$ cat config.mk
export PLATFORM = sky130hd
export DESIGN_NAME = fgcg_pipe_scheduler
export DESIGN_NICKNAME = d
export VERILOG_FILES = /design/src/rtl/fgcg_pipe_scheduler.sv
export SDC_FILE = /design/constraint.sdc
export NUM_CORES = 1
export LEC_CHECK = 0
export CORE_UTILIZATION = 56
export DETAILED_ROUTE_END_ITERATION = 16
export GPL_TIMING_DRIVEN = 0
export PLACE_DENSITY = 0.81
export RECOVER_POWER = 25
export SYNTH_ARGS = -nofsm -noshare
export SYNTH_HDL_FRONTEND = slang
export SYNTH_SLANG_ARGS = --single-unit
$ cat constraint.sdc
create_clock -name clk -period 4 [get_ports clk]
set_clock_uncertainty 0.2 [all_clocks]
set_input_delay 0.4 -clock clk [delete_from_list [all_inputs] [get_ports clk]]
set_output_delay 0.4 -clock clk [all_outputs]
set_load 0.03 [all_outputs]
$ cat src/rtl/fgcg_pipe_scheduler.sv
// Fine/coarse clock-gating scheduler: SLEEP/WAKE/RUN FSM plus a valid shift register for per-stage enables.
// Optional FGCG_SCHED_STATS_EN macro adds a saturating gated_cnt output counting SLEEP cycles.
module fgcg_pipe_scheduler #(
   parameter int STAGES      = 4,
   parameter int IDLE_CYCLES = 8,
   parameter int WAKE_CYCLES = 2
) (
   input  logic              clk,
   input  logic              rstb,
   input  logic              valid_in,
   input  logic              stall,
   output logic              ready,
   output logic [STAGES-1:0] stage_en,
   output logic              cg_en,
   output logic              valid_out,
   output logic              busy
`ifdef FGCG_SCHED_STATS_EN
   ,
   output logic [15:0]       gated_cnt
`endif
);

   typedef enum logic [1:0] {SLEEP, WAKE, RUN} state_e;

   localparam logic [7:0] IDLE_LAST = 8'(IDLE_CYCLES - 1);
   localparam logic [3:0] WAKE_LAST = 4'(WAKE_CYCLES - 1);

   state_e            state_q, state_d;
   logic [STAGES-1:0] vpipe_q, vpipe_d;
   logic [7:0]        idle_q, idle_d;
   logic [3:0]        wake_q, wake_d;
   logic              accept;
   logic              pipe_idle;

   always_ff @(posedge clk or negedge rstb) begin
      if (!rstb) begin
         state_q <= SLEEP;
         vpipe_q <= '0;
         idle_q  <= '0;
         wake_q  <= '0;
      end else begin
         state_q <= state_d;
         vpipe_q <= vpipe_d;
         idle_q  <= idle_d;
         wake_q  <= wake_d;
      end
   end

   // Idle means nothing in flight and nothing entering; stall does not matter.
   assign pipe_idle = (vpipe_q == '0) && !accept;

   always_comb begin
      state_d = state_q;
      vpipe_d = vpipe_q;
      idle_d  = idle_q;
      wake_d  = wake_q;
      case (state_q)
         SLEEP: begin
            wake_d = '0;
            idle_d = '0;
            if (valid_in) state_d = WAKE;
         end
         WAKE: begin
            if (wake_q == WAKE_LAST) begin
               state_d = RUN;
               wake_d  = '0;
            end else begin
               wake_d = wake_q + 4'd1;
            end
         end
         RUN: begin
            if (!stall) vpipe_d = {vpipe_q[STAGES-2:0], accept};
            // Only gate on an empty pipe, so in-flight data is never stranded.
            if (pipe_idle) begin
               if (idle_q == IDLE_LAST) begin
                  state_d = SLEEP;
                  idle_d  = '0;
               end else begin
                  idle_d = idle_q + 8'd1;
               end
            end else begin
               idle_d = '0;
            end
         end
         default: state_d = SLEEP;
      endcase
   end

   always_comb begin
      cg_en    = (state_q != SLEEP);
      ready    = (state_q == RUN) && !stall;
      accept   = valid_in && ready;
      stage_en = '0;
      if (cg_en && !stall) stage_en = {vpipe_q[STAGES-2:0], accept};
   end

   assign valid_out = vpipe_q[STAGES-1];
   assign busy      = |vpipe_q;

`ifdef FGCG_SCHED_STATS_EN
   logic [15:0] gated_q, gated_d;

   always_ff @(posedge clk or negedge rstb) begin
      if (!rstb) gated_q <= '0;
      else       gated_q <= gated_d;
   end

   always_comb begin
      gated_d = gated_q;
      if (state_q == SLEEP && gated_q != 16'hFFFF) gated_d = gated_q + 16'd1;
   end

   assign gated_cnt = gated_q;
`endif

endmodule

==> results.sh <==
export IMPL_final_cell_area_um2=1100
export IMPL_p_clk_share_pct=15.9
export IMPL_synthTopCellsByArea="dfrtp_1 (48%), mux2_2 (4.8%), nor2_1 (4.4%)"
export IMPL_crit_path_start_kind="flip-flop"
export IMPL_yosys_area_top_type="dfrtp_1"
export IMPL_synth_fp_nets=100
export IMPL_busiest_layer="met2"
export IMPL_powerDensity_nw_per_um2=650
export IMPL_hold_class="flip-flop to flip-flop"
export IMPL_pwr_share_comb_pct=46.4
export IMPL_gr_usage_all_layers_pct=22.7
export IMPL_drt_iter0_markers=16
export IMPL_dieArea_um2=1830
export IMPL_seqPwrFrac_pct=37.7
export IMPL_grtUsageMet3_pct=6.38
export IMPL_peakVddDrop_mv=0.435
export IMPL_num_rows=14
export IMPL_wl_per_cell_um=14.4
export IMPL_core_area_um2=1520
export IMPL_avgViaCountPerCell=5.81
export IMPL_grt_remaining_overflow=0
export IMPL_end_kind="primary output"
export IMPL_synthArstFlopShare_pct=100
export IMPL_place_area_um2=1060
export IMPL_synth_seq_area_share_pct=48.5
export IMPL_antenna_found_initial=0
export IMPL_cts_resized=0
export IMPL_gp_congestion=0.837
export IMPL_post_cts_buffers=0
export IMPL_grt_setup_unrepaired="no"
export IMPL_fin_setup_tns_ns=0
export IMPL_start_util_pct=61.0
export IMPL_drc=0
export IMPL_holdBufCountCts=0
export IMPL_cts_sinks=18
export IMPL_synth_top_cell_area_share_pct=48.5
export IMPL_firstDrtPassIters=4
export IMPL_finalSetupViolations=0
export IMPL_slew_violations=0
export IMPL_crit_arrival_ns=2.26
export IMPL_final_nets=116
export IMPL_worst_slew_pin_slew_ns=0.804
export IMPL_synth_warnings=0
export IMPL_final_layout_size_suffix_gt1_share_pct=10.2
export IMPL_vias=720
export IMPL_clkTransAtPathRegs_ns=0.11
export IMPL_hold_ws_ns=0.318
export IMPL_antenna_cells=0
export IMPL_met2_usage_pct=38.5
export IMPL_tritoncts="yes"
export IMPL_setup_ws_ns=1.14
export IMPL_required_ns=3.40
export IMPL_synth_most_common_cell="dfrtp_1"
export IMPL_io_buffers=11
export IMPL_grt_pass1_vias=707
export IMPL_grt_start_max_net_pins=19
export IMPL_finalNonFillerCells=124
export IMPL_use_met1_pct=27.7
export IMPL_numCtsBuffers=3
export IMPL_io_pins=12
export IMPL_cellInternalPower_mw=0.422
export IMPL_postSynthAreaPerCell_um2=10.0
export IMPL_worstHoldPathCells=1
export IMPL_die_h_um=42.7
export IMPL_max_freq_ghz=0.350
export IMPL_htree_levels=1
export IMPL_dp_hpwl_mm=1.22
export IMPL_run_status="completed"
export IMPL_timing_slew_headroom_pct=46.2
export IMPL_synth_flop_cell="dfrtp_1"
export IMPL_grt_pass1_wl_mm=3.02
export IMPL_die_x_um=42.7
export IMPL_p_sw_mw=0.290
export IMPL_place_ws_ns=1.26
export IMPL_syn2layout_area_growth_pct=17.9
export IMPL_syn_inst=93
export IMPL_clk_latency_ns=0.30
export IMPL_rrSetupSlack_ns=2.15
export IMPL_hold_viol=0
export IMPL_worstRegToRegCells=5
export IMPL_utilization_pct=71.9
export IMPL_ys_seq_elements=18
export IMPL_syn_area_um2=930
export IMPL_dp_cells=120
export IMPL_layout_min_cycle_time_ns=2.86
export IMPL_total_leakage_power_nw=0.459
export IMPL_wl_mm=1.79
export IMPL_synth_cell_types=31
export IMPL_finalPower_mw=0.712
export IMPL_clockBufferDepth=2
export IMPL_cap_violations=0
export IMPL_num_fill_cells=107
export IMPL_crit_type="flip-flop to primary output"
export IMPL_fin_crit_sh_pct=71.5
export IMPL_synth_edff_count=0
export IMPL_antenna_left=0
export IMPL_swShare_pct=40.8
export IMPL_synthTopCellsByCount="dfrtp_1 (18), nor2_1 (11), nand2_1 (9)"
export IMPL_worst_path_max_fanout=6
export IMPL_cts_root_buf="clkbuf_4"
-- layer usage --
layer  up-vias  routed length (um)
met1       353                 812
met4         0                  13
met2        13                 891
met5         -                   0
li1        352                   -
met3         2                  69
-- critical path, cell delays in order (launching register included) --
cell             delay (ns)
dfrtp_1                0.44
nand2b_1               0.24
nor2_1                 0.35
and2_1                 0.24
clkdlybuf4s50_1        0.69
-- logic make-up (layout without fill, tap and decap cells) --
kind of cell	after synthesis	count (layout)	share of synthesized area [%]
buffers and inverters	9	24	4.44
AND/OR/NAND/NOR	40	40	23.0
flip-flops	18	18	48.5
AO/OA/AOI/OAI	13	13	9.29
XOR/XNOR	4	4	3.77
multiplexers	6	6	7.00
adder cells (fa/ha/maj)	3	3	4.04
-- power groups by stage --
stage	Combinational [mW]	Sequential [mW]	Clock, mW
final	0.330	0.269	0.113
after global routing	0.358	0.273	0.123
after CTS	0.331	0.267	0.116
after detailed placement	0.328	0.271	0
after global placement	0.321	0.269	0
after floorplan	0.230	0.265	0
-- sequential cells by signal (all words and copies together), names as in the netlist --
name and flops:
vpipe_q 4, state_q 2, idle_q 8, wake_q 4
-- layout by cell type (no fill, tap or decap), types with 3 or more instances in the layout --
cell type,n
ha_1,3
mux2_2,4
nor2_1,11
nand2_1,9
nor3_1,3
nand3_1,3
clkbuf_4,3
nor3b_1,3
clkdlybuf4s50_1,10
inv_1,7
dfrtp_1,18
o22ai_1,3
xnor2_1,4
-- worst paths after layout --
check	start	endpoint
hold / removal	idle_q[0]	idle_q[0]
setup reg to reg	vpipe_q[1]	idle_q[3]
setup / recovery	state_q[0]	stage_en[0]
max in group asynchronous	rstb	idle_q[6]
min in group asynchronous	rstb	idle_q[0]
hold reg to reg	idle_q[0]	idle_q[0]
-- area by class of cell --
class,instances,area (um^2),share of cell area [%]
buffer,2,15.0,1.37
clock buffer,4,36.3,3.31
inverter,7,26.3,2.40
multi-input combinational,66,438,40.0
sequential,18,450,41.1
tap,16,20.0,1.83
timing repair buffer,11,110,10.0
No activity file was read; power rests on OpenSTA's default activity.
